$ cat src/rtl/clk_rst_pkg.sv
`default_nettype none
// ============================================================================
// Module   : clk_rst_pkg
// Brief    : Shared state encoding, default timing and counter width for the
//            DCM clock/reset sequencer.
// Revision : 1.0 - initial release
// ============================================================================
package clk_rst_pkg;

    localparam int CNT_W               = 16;
    localparam int RETRY_W             = 4;

    localparam int DEF_DCM_RST_CYCLES  = 4;
    localparam int DEF_LOCK_TIMEOUT    = 65535;
    localparam int DEF_STABLE_CYCLES   = 1024;
    localparam int DEF_CPU_DELAY       = 256;

    typedef enum logic [2:0] {
        ST_DCM_RST   = 3'd0,
        ST_WAIT_LOCK = 3'd1,
        ST_STABLE    = 3'd2,
        ST_VID_UP    = 3'd3,
        ST_RUN       = 3'd4
    } state_t;

endpackage
`default_nettype wire

$ cat src/rtl/sync2.sv
`default_nettype none
// ============================================================================
// Module   : sync2
// Brief    : Two-flop synchronizer, asynchronously cleared to 0 on rst.
// Revision : 1.0 - initial release
// ============================================================================
module sync2 (
    input  logic clk,
    input  logic rst,
    input  logic i_d,
    output logic o_q
);

    logic r_meta;
    logic r_sync;

    always_ff @(posedge clk or posedge rst) begin
        if (rst) begin
            r_meta <= 1'b0;
            r_sync <= 1'b0;
        end else begin
            r_meta <= i_d;
            r_sync <= r_meta;
        end
    end

    assign o_q = r_sync;

endmodule
`default_nettype wire

$ cat src/rtl/clk_rst_seq.sv
`default_nettype none
// ============================================================================
// Module   : clk_rst_seq
// Brief    : Pulses the DCM resets, waits for stable lock, then releases the
//            video and CPU domain resets in order.
// Revision : 1.0 - initial release
// ============================================================================
module clk_rst_seq
    import clk_rst_pkg::*;
#(
    parameter int DCM_RST_CYCLES = DEF_DCM_RST_CYCLES,
    parameter int LOCK_TIMEOUT   = DEF_LOCK_TIMEOUT,
    parameter int STABLE_CYCLES  = DEF_STABLE_CYCLES,
    parameter int CPU_DELAY      = DEF_CPU_DELAY
) (
    input  logic               CLK,
    input  logic               RST,
    input  logic               locked_cpu,
    input  logic               locked_video,
    output logic               dcm_rst,
    output logic               vid_rst,
    output logic               cpu_rst,
    output logic               ready,
    output logic [RETRY_W-1:0] retries
);

    // Counter reload values: a phase of N cycles counts N-1 down to 0.
    localparam logic [CNT_W-1:0]   c_DCM_LOAD    = CNT_W'(DCM_RST_CYCLES - 1);
    localparam logic [CNT_W-1:0]   c_WAIT_LOAD   = CNT_W'(LOCK_TIMEOUT - 1);
    localparam logic [CNT_W-1:0]   c_STABLE_LOAD = CNT_W'(STABLE_CYCLES - 1);
    localparam logic [CNT_W-1:0]   c_CPU_LOAD    = CNT_W'(CPU_DELAY - 1);
    localparam logic [CNT_W-1:0]   c_CNT_ONE     = CNT_W'(1);
    localparam logic [RETRY_W-1:0] c_RETRY_ONE   = RETRY_W'(1);

    logic             w_lock_cpu;
    logic             w_lock_vid;
    logic             w_lock_ok;
    logic             w_cnt_zero;
    logic             w_retry_inc;
    state_t           w_next_state;
    logic [CNT_W-1:0] w_next_cnt;

    state_t             r_state;
    logic [CNT_W-1:0]   r_cnt;
    logic [RETRY_W-1:0] r_retries;
    logic               r_dcm_rst;
    logic               r_vid_rst;
    logic               r_cpu_rst;
    logic               r_ready;

    sync2 u_sync_cpu (
        .clk (CLK),
        .rst (RST),
        .i_d (locked_cpu),
        .o_q (w_lock_cpu)
    );

    sync2 u_sync_vid (
        .clk (CLK),
        .rst (RST),
        .i_d (locked_video),
        .o_q (w_lock_vid)
    );

    assign w_lock_ok  = w_lock_cpu & w_lock_vid;
    assign w_cnt_zero = (r_cnt == '0);

    // Lock loss takes priority over counter expiry in every lock-watching state.
    always_comb begin
        w_next_state = r_state;
        w_next_cnt   = r_cnt;
        w_retry_inc  = 1'b0;
        case (r_state)
            ST_DCM_RST: begin
                if (w_cnt_zero) begin
                    w_next_state = ST_WAIT_LOCK;
                    w_next_cnt   = c_WAIT_LOAD;
                end else begin
                    w_next_cnt   = r_cnt - c_CNT_ONE;
                end
            end
            ST_WAIT_LOCK: begin
                if (w_lock_ok) begin
                    w_next_state = ST_STABLE;
                    w_next_cnt   = c_STABLE_LOAD;
                end else if (w_cnt_zero) begin
                    w_next_state = ST_DCM_RST;
                    w_next_cnt   = c_DCM_LOAD;
                    w_retry_inc  = 1'b1;
                end else begin
                    w_next_cnt   = r_cnt - c_CNT_ONE;
                end
            end
            ST_STABLE: begin
                if (!w_lock_ok) begin
                    w_next_state = ST_WAIT_LOCK;
                    w_next_cnt   = c_WAIT_LOAD;
                end else if (w_cnt_zero) begin
                    w_next_state = ST_VID_UP;
                    w_next_cnt   = c_CPU_LOAD;
                end else begin
                    w_next_cnt   = r_cnt - c_CNT_ONE;
                end
            end
            ST_VID_UP: begin
                if (!w_lock_ok) begin
                    w_next_state = ST_DCM_RST;
                    w_next_cnt   = c_DCM_LOAD;
                    w_retry_inc  = 1'b1;
                end else if (w_cnt_zero) begin
                    w_next_state = ST_RUN;
                end else begin
                    w_next_cnt   = r_cnt - c_CNT_ONE;
                end
            end
            ST_RUN: begin
                if (!w_lock_ok) begin
                    w_next_state = ST_DCM_RST;
                    w_next_cnt   = c_DCM_LOAD;
                    w_retry_inc  = 1'b1;
                end
            end
            default: begin
                w_next_state = ST_DCM_RST;
                w_next_cnt   = c_DCM_LOAD;
            end
        endcase
    end

    // Outputs decode the next state so they switch on the transition edge.
    always_ff @(posedge CLK or posedge RST) begin
        if (RST) begin
            r_state   <= ST_DCM_RST;
            r_cnt     <= c_DCM_LOAD;
            r_retries <= '0;
            r_dcm_rst <= 1'b1;
            r_vid_rst <= 1'b1;
            r_cpu_rst <= 1'b1;
            r_ready   <= 1'b0;
        end else begin
            r_state   <= w_next_state;
            r_cnt     <= w_next_cnt;
            if (w_retry_inc && (r_retries != '1)) begin
                r_retries <= r_retries + c_RETRY_ONE;
            end
            r_dcm_rst <= (w_next_state == ST_DCM_RST);
            r_vid_rst <= (w_next_state == ST_DCM_RST) || (w_next_state == ST_WAIT_LOCK)
                         || (w_next_state == ST_STABLE);
            r_cpu_rst <= (w_next_state != ST_RUN);
            r_ready   <= (w_next_state == ST_RUN);
        end
    end

    assign dcm_rst = r_dcm_rst;
    assign vid_rst = r_vid_rst;
    assign cpu_rst = r_cpu_rst;
    assign ready   = r_ready;
    assign retries = r_retries;

endmodule
`default_nettype wire

$ cat config.mk
export PLATFORM = sky130hd
export DESIGN_NAME = clk_rst_seq
export DESIGN_NICKNAME = d
export VERILOG_FILES = /design/src/rtl/clk_rst_pkg.sv /design/src/rtl/sync2.sv /design/src/rtl/clk_rst_seq.sv
export SDC_FILE = /design/constraint.sdc
export NUM_CORES = 1
export LEC_CHECK = 0
export CAP_MARGIN = 40
export CORE_ASPECT_RATIO = 2
export CORE_MARGIN = 4
export CORE_UTILIZATION = 65
export CTS_BUF_LIST = sky130_fd_sc_hd__clkbuf_4
export DETAILED_ROUTE_END_ITERATION = 8
export GPL_ROUTABILITY_DRIVEN = 1
export PLACE_DENSITY = 0.86
export SETUP_SLACK_MARGIN = 0.4
export SKIP_CTS_REPAIR_TIMING = 1
export SYNTH_ARGS = -nofsm -noshare
export SYNTH_HDL_FRONTEND = slang
export SYNTH_SLANG_ARGS = --single-unit
$ cat constraint.sdc
create_clock -name CLK -period 3.71 [get_ports CLK]
set_input_delay 1.113 -clock CLK [delete_from_list [all_inputs] [get_ports CLK]]
set_output_delay 1.113 -clock CLK [all_outputs]
set_load 0.02 [all_outputs]
### Yosys cells after proc, flatten, opt, wreduce, memory -nomap -nowiden

Index checks and enable logic that the tools add are counted.

| storage, ports and cells | value |
|---|---|
| output and inout bits | 8 |
| flip-flop bits (word level) | 31 |
| word-level logic and storage cells | 55 |
| bits of input ports | 4 |

| operators by class | value |
|---|---|
| eq/ne operators | 11 |
| mux-type cells | 22 |
| reduce and logical (&&, ||, !) cells | 8 |
| add/subtract/negate cells | 2 |
| bitwise operators | 1 |

Operators with widths:

| cell | count |
|---|---|
| 2-to-1 mux 16 bit | 8 |
| case mux 16 bit (5 select lines) | 1 |
| 2-to-1 mux 3 bit | 8 |
| logical NOT 16 bit | 1 |
| subtractor 16 x 1 -> 16 bit, second input constant | 1 |
| case mux 3 bit (5 select lines) | 1 |
| == test 3 x 2 -> 1 bit, second input constant | 3 |
| == test 3 x 1 -> 1 bit, second input constant | 2 |
| == test 3 bit, second input constant | 2 |
| logical NOT 3 bit | 2 |
| inequality test 3 bit, second input constant | 2 |
| adder 4 x 1 -> 4 bit, second input constant | 1 |
| inequality test 4 bit, second input constant | 1 |
| 2-to-1 mux 1 bit | 3 |
| logical OR 1 bit | 2 |
| inequality test 2 bit, second input constant | 1 |
| case mux 1 bit (2 select lines) | 1 |
| AND reduction 2 bit | 1 |
| OR reduction 2 bit | 1 |
| bitwise AND 1 bit | 1 |
| logical AND 1 bit | 1 |

### Depth between registers and ports, before layout

| depth | value |
|---|---|
| depth after elaboration | 7 |
| mapped depth | 9 |
| gate-level depth less buffers | 8 |

### Modules after synthesis

From an unflattened synthesis, not the netlist that was laid out.

| unflattened totals | value |
|---|---|
| cell total of the unflattened synthesis | 250 |
| area, all modules | 2,082.0 µm² |

By module, submodules not included:

| module | times used | area an instance (µm²) | sequential area each (µm²) | cells an instance |
|---|---|---|---|---|
| clk_rst_seq | 1 | 1,974.4 | 681.9 | 244 |
| sync2 | 2 | 53.8 | 50.0 | 3 |

### Least setup slack after synthesis

No wires, ideal clock.

| timing | value |
|---|---|
| path kind | reg-to-reg |
| from | register r_cnt[0] |
| to | register r_retries[1] (netlist: retries[1]) |
| library setup time | 0.128 ns |
| clock period less this slack | 2.117 ns |
| buffers on the path | 1 |
| stages on the path, launching flop included | 9 |
| data required time | 3.582 ns |
| arrival time | 1.990 ns |
| setup slack | 1.593 ns |
| path through | dfstp_2 -> inv_1 -> ha_1 -> nor4b_4 -> buf_2 -> a41oi_1 -> o31a_1 -> nand2b_4 -> mux2_1 |

| on the way | value |
|---|---|
| cells in the longest elaborated chain, start to end | 5 |

RTL lines:

| item | line | text |
|---|---|---|
| start: declaration | clk_rst_seq.sv:44 | `logic [CNT_W-1:0] r_cnt;` |
| start signal: assignment | clk_rst_seq.sv:134 | `r_cnt <= c_DCM_LOAD;` |
| start signal: assignment | clk_rst_seq.sv:142 | `r_cnt <= w_next_cnt;` |
| logical NOT 16 bit | clk_rst_seq.sv:66 | `assign w_cnt_zero = (r_cnt == '0);` |
| 2-to-1 mux 1 bit | clk_rst_seq.sv:86 | `end else if (w_cnt_zero) begin` |
| 2-to-1 mux 1 bit | clk_rst_seq.sv:83 | `if (w_lock_ok) begin` |
| case mux 1 bit (2 select lines) | clk_rst_seq.sv:73 | `case (r_state)` |
| logical AND 1 bit | clk_rst_seq.sv:143 | `if (w_retry_inc && (r_retries != '1)) begin` |
| end signal: assignment | clk_rst_seq.sv:144 | `r_retries <= r_retries + c_RETRY_ONE;` |
| end: declaration | clk_rst_seq.sv:45 | `logic [RETRY_W-1:0] r_retries;` |

No other way between the ends.
A chain may end at the register's enable or synchronous reset.

### Final worst setup path

| timing | value |
|---|---|
| from | register r_cnt[0] |
| to | register r_cnt[6] |

| on the way | value |
|---|---|
| cells in the longest elaborated chain, start to end | 4 |
| elaborated cells between the ends (all ways) | 12 |
| those cells by class | add/sub: 1; eq/ne: 1; mux: 8; reduce/logical: 2 |

RTL lines:

| item | line |
|---|---|
| subtractor 16 x 1 -> 16 bit / logical NOT 16 bit (equally long branches) | - |
| 2-to-1 mux 16 bit, on equally long branches | clk_rst_seq.sv:110, clk_rst_seq.sv:86, clk_rst_seq.sv:98 |
| 2-to-1 mux 16 bit, on equally long branches | clk_rst_seq.sv:106, clk_rst_seq.sv:83, clk_rst_seq.sv:95 |
| case mux 16 bit (5 select lines) | clk_rst_seq.sv:73 |

Parallel ways exist; a longest one is shown, timed or not. The select of a mux whose other input is x is not followed.

==> impl_metrics.csv <==
group,metric,value,unit
drt,vias,2077,
global_routing,overflow,0,
critical_path,cp.required,3.97,ns
critical_path,slowest_stage,"o32a_1",
die,die_h,87.1,um
clock_tree,ctsHtreeMaxLevel,2,
drt,viasPerCell,7.66,
place,dp_slack,1.04,ns
place,place.port_buffers,11,
synthesis,yosys_warnings,0,
die,ios,12,
synthesis,ys_top_cells_by_area,"dfrtp_1 32%, dfstp_2 6.5%, nor2_1 3.5%, o21ai_0 3.4%, nand2_1 3.3%",
timing,relSlewSlack,42.0,%
final_layout,layout.nets,246,
synthesis,synth_edf_count,0,
synthesis,post-synth-top-count-cell,"dfrtp_1",
final_layout,post-route-util,74.5,%
global_routing,first_global_vias,2078,
synthesis,ys.flop_type,"dfrtp_1",
synthesis,synth-seq-cells,31,
synthesis,synth.distinct_cells,63,
critical_path,startpoint_type,"register",
power_and_ir_drop,power_leakage,0.000844,uW
die,rows,28,
final_layout,area.growth.synth_to_final,9.05,%
critical_path,path_class,"register to register",
critical_path,cp_max_fo,17,
global_routing,grt_max_degree,32,
clock_tree,clk_path_buf_depth,2,
place,routabilityCongestion,0.997,
clock_tree,cts_made_buffers,5,
power_and_ir_drop,power_per_cell_area,563,nW/um2
drt,routed_wl,6270,um
power_and_ir_drop,ir_drop,0.000515,V
critical_path,critical-path-max-stage-delay,0.64,ns
timing,timing.final.crit_share,74.9,%
timing,slew_violations,0,
synthesis,syn_area,2030,um2
clock_tree,clk_pin_slew,0.11,ns
critical_path,endpoint_kind,"register",
timing,rsz0062_at_grt,"false",
synthesis,synth-async-reset-ratio,100,%
final_layout,regMostFlops,"r_cnt",
timing,holdWs,0.359,ns
synthesis,synth_cells,232,
drt,antenna_left,0,
die,initial_core_util,68.3,%
timing,skew,0.0100,ns
place,hpwl,4550,um
critical_path,path_cells,"inv_1, ha_1, nor4b_4, buf_4, nand4_2, o32a_1, o21ai_1, o2bb2ai_1",
global_routing,grt_pass1_wl,10300,um
final_layout,largest_reg_flops,16,
critical_path,rrSetupSlack,0.93,ns
timing,clock.fmax,360,MHz
synthesis,yosysTopAreaCell,"dfrtp_1",
die,die_x,47.5,um
clock_tree,clk_latency,0.35,ns
drt,drt-pass1-iter-count,5,
drt,wl_per_cell,23.1,um
clock_tree,clock_sinks,31,
timing,totalNegativeSetupSlack,0,ns
timing,setup_viol,0,
timing,setup_ws,0.933,ns
die,die-area,4140,um2
synthesis,syn_avg_cell_area,8.76,um2
clock_tree,cts-root-buf,"clkbuf_4",
synthesis,synth_top_area_share,32.0,%
drt,drt_iter0_markers,190,
global_routing,antenna_found_initial,0,
die,core_area,2980,um2
critical_path,critPathBufInv,2,
synthesis,yosysSeqAreaShare,38.5,%
drt,drc,0,
synthesis,syn-num-nets,238,
critical_path,critPathTopFamily,"compound AO/OA/AOI/OAI gates",
timing,hold_violations,0,
timing,tightest_slew,0.870,ns
synthesis,synth_common_cells,"26 x dfrtp_1, 19 x nor2_1, 18 x nand2_1, 14 x o21ai_0, 13 x o21ai_1",
critical_path,worst_ep_arrival_time,3.03,ns
global_routing,grt_util_all_layers,35.0,%
worst_hold_path,hp-class,"register to register",
job,cap_violations,0,
clock_tree,cts_tree,"built",
outcome,status,"finished, final reports clean",
final_layout,layout-drive-gt1-share,10.4,%
final_layout,diodes,0,
timing,min_period,2.78,ns
==> area by class of cell <==
class | count | area [um2]
flip-flops and latches | 31 | 782
multi-input cells | 179 | 1150
clock inverters | 3 | 38.8
clock buffers | 5 | 37.5
well taps | 30 | 37.5
fillers | 229 | 761
repair buffers | 13 | 125
inverters | 10 | 42.5
==> worst reg2reg max path, cell delays in order, from the launching register on <==
cell	delay, ns
dfstp_2	0.40
inv_1	0.07
ha_1	0.27
nor4b_4	0.23
buf_4	0.22
nand4_2	0.41
o32a_1	0.65
o21ai_1	0.27
o2bb2ai_1	0.16
==> report_power, final <==
part           switching, uW  internal (uW)  leakage [uW]
Sequential               163            439      0.000350
Combinational            203            180      0.000451
Clock                    125            138     0.0000426
==> per-layer routing <==
| metal | track usage (%) | vias up | part of all wire (%) |
|---|---|---|---|
| met5 | 0 | - | 0 |
| met4 | 19.6 | 0 | 6.6 |
| met3 | 6.83 | 43 | 8.3 |
| met2 | 59.0 | 142 | 53 |
| met1 | 38.2 | 988 | 32 |
| li1 | - | 904 | - |
==> cells in the final DEF, fill, tap and decap left out, types with 4 or more instances in the layout <==
master / instances
and2_1: 4
nor3_1: 7
nand4_1: 7
o21ai_1: 13
nand2_1: 18
nor4_1: 5
and3_1: 4
o2bb2ai_1: 4
nand3_1: 9
dfrtp_1: 26
dfstp_2: 5
a31oi_1: 4
a21oi_1: 10
inv_1: 7
nor2_1: 19
o21ai_0: 14
clkbuf_4: 5
clkdlybuf4s50_1: 11
==> cell families after synthesis <==
kind of cell,after synthesis,synth area share (%)
simple gates,87,24.5
compound gates,83,27.8
flops,31,38.5
buf+inv,22,4.80
xor+xnor,5,2.15
mux,2,1.11
fa+ha+maj,2,1.23
==> path summary, 6_finish.rpt <==
kind | start | to | cells after the start
min in group asynchronous | RST | r_cnt[10] | 3
setup reg to reg | r_cnt[0] | r_cnt[6] | 8
setup / recovery | r_cnt[0] | r_cnt[6] | 8
hold / removal | u_sync_vid.r_meta | u_sync_vid.o_q | 0
hold reg to reg | u_sync_vid.r_meta | u_sync_vid.o_q | 0
max in group asynchronous | RST | vid_rst | 3
==> metrics by stage <==
step	cell area [um2]	power, uW	cells
3_3_place_gp	2140	960	263
4_1_cts	2220	1240	271
2_1_floorplan	2030	844	232
6_report	2220	1250	271
5_1_grt	2220	1320	271
3_5_place_dp	2140	980	263
Power figures use the tool's default switching activity.
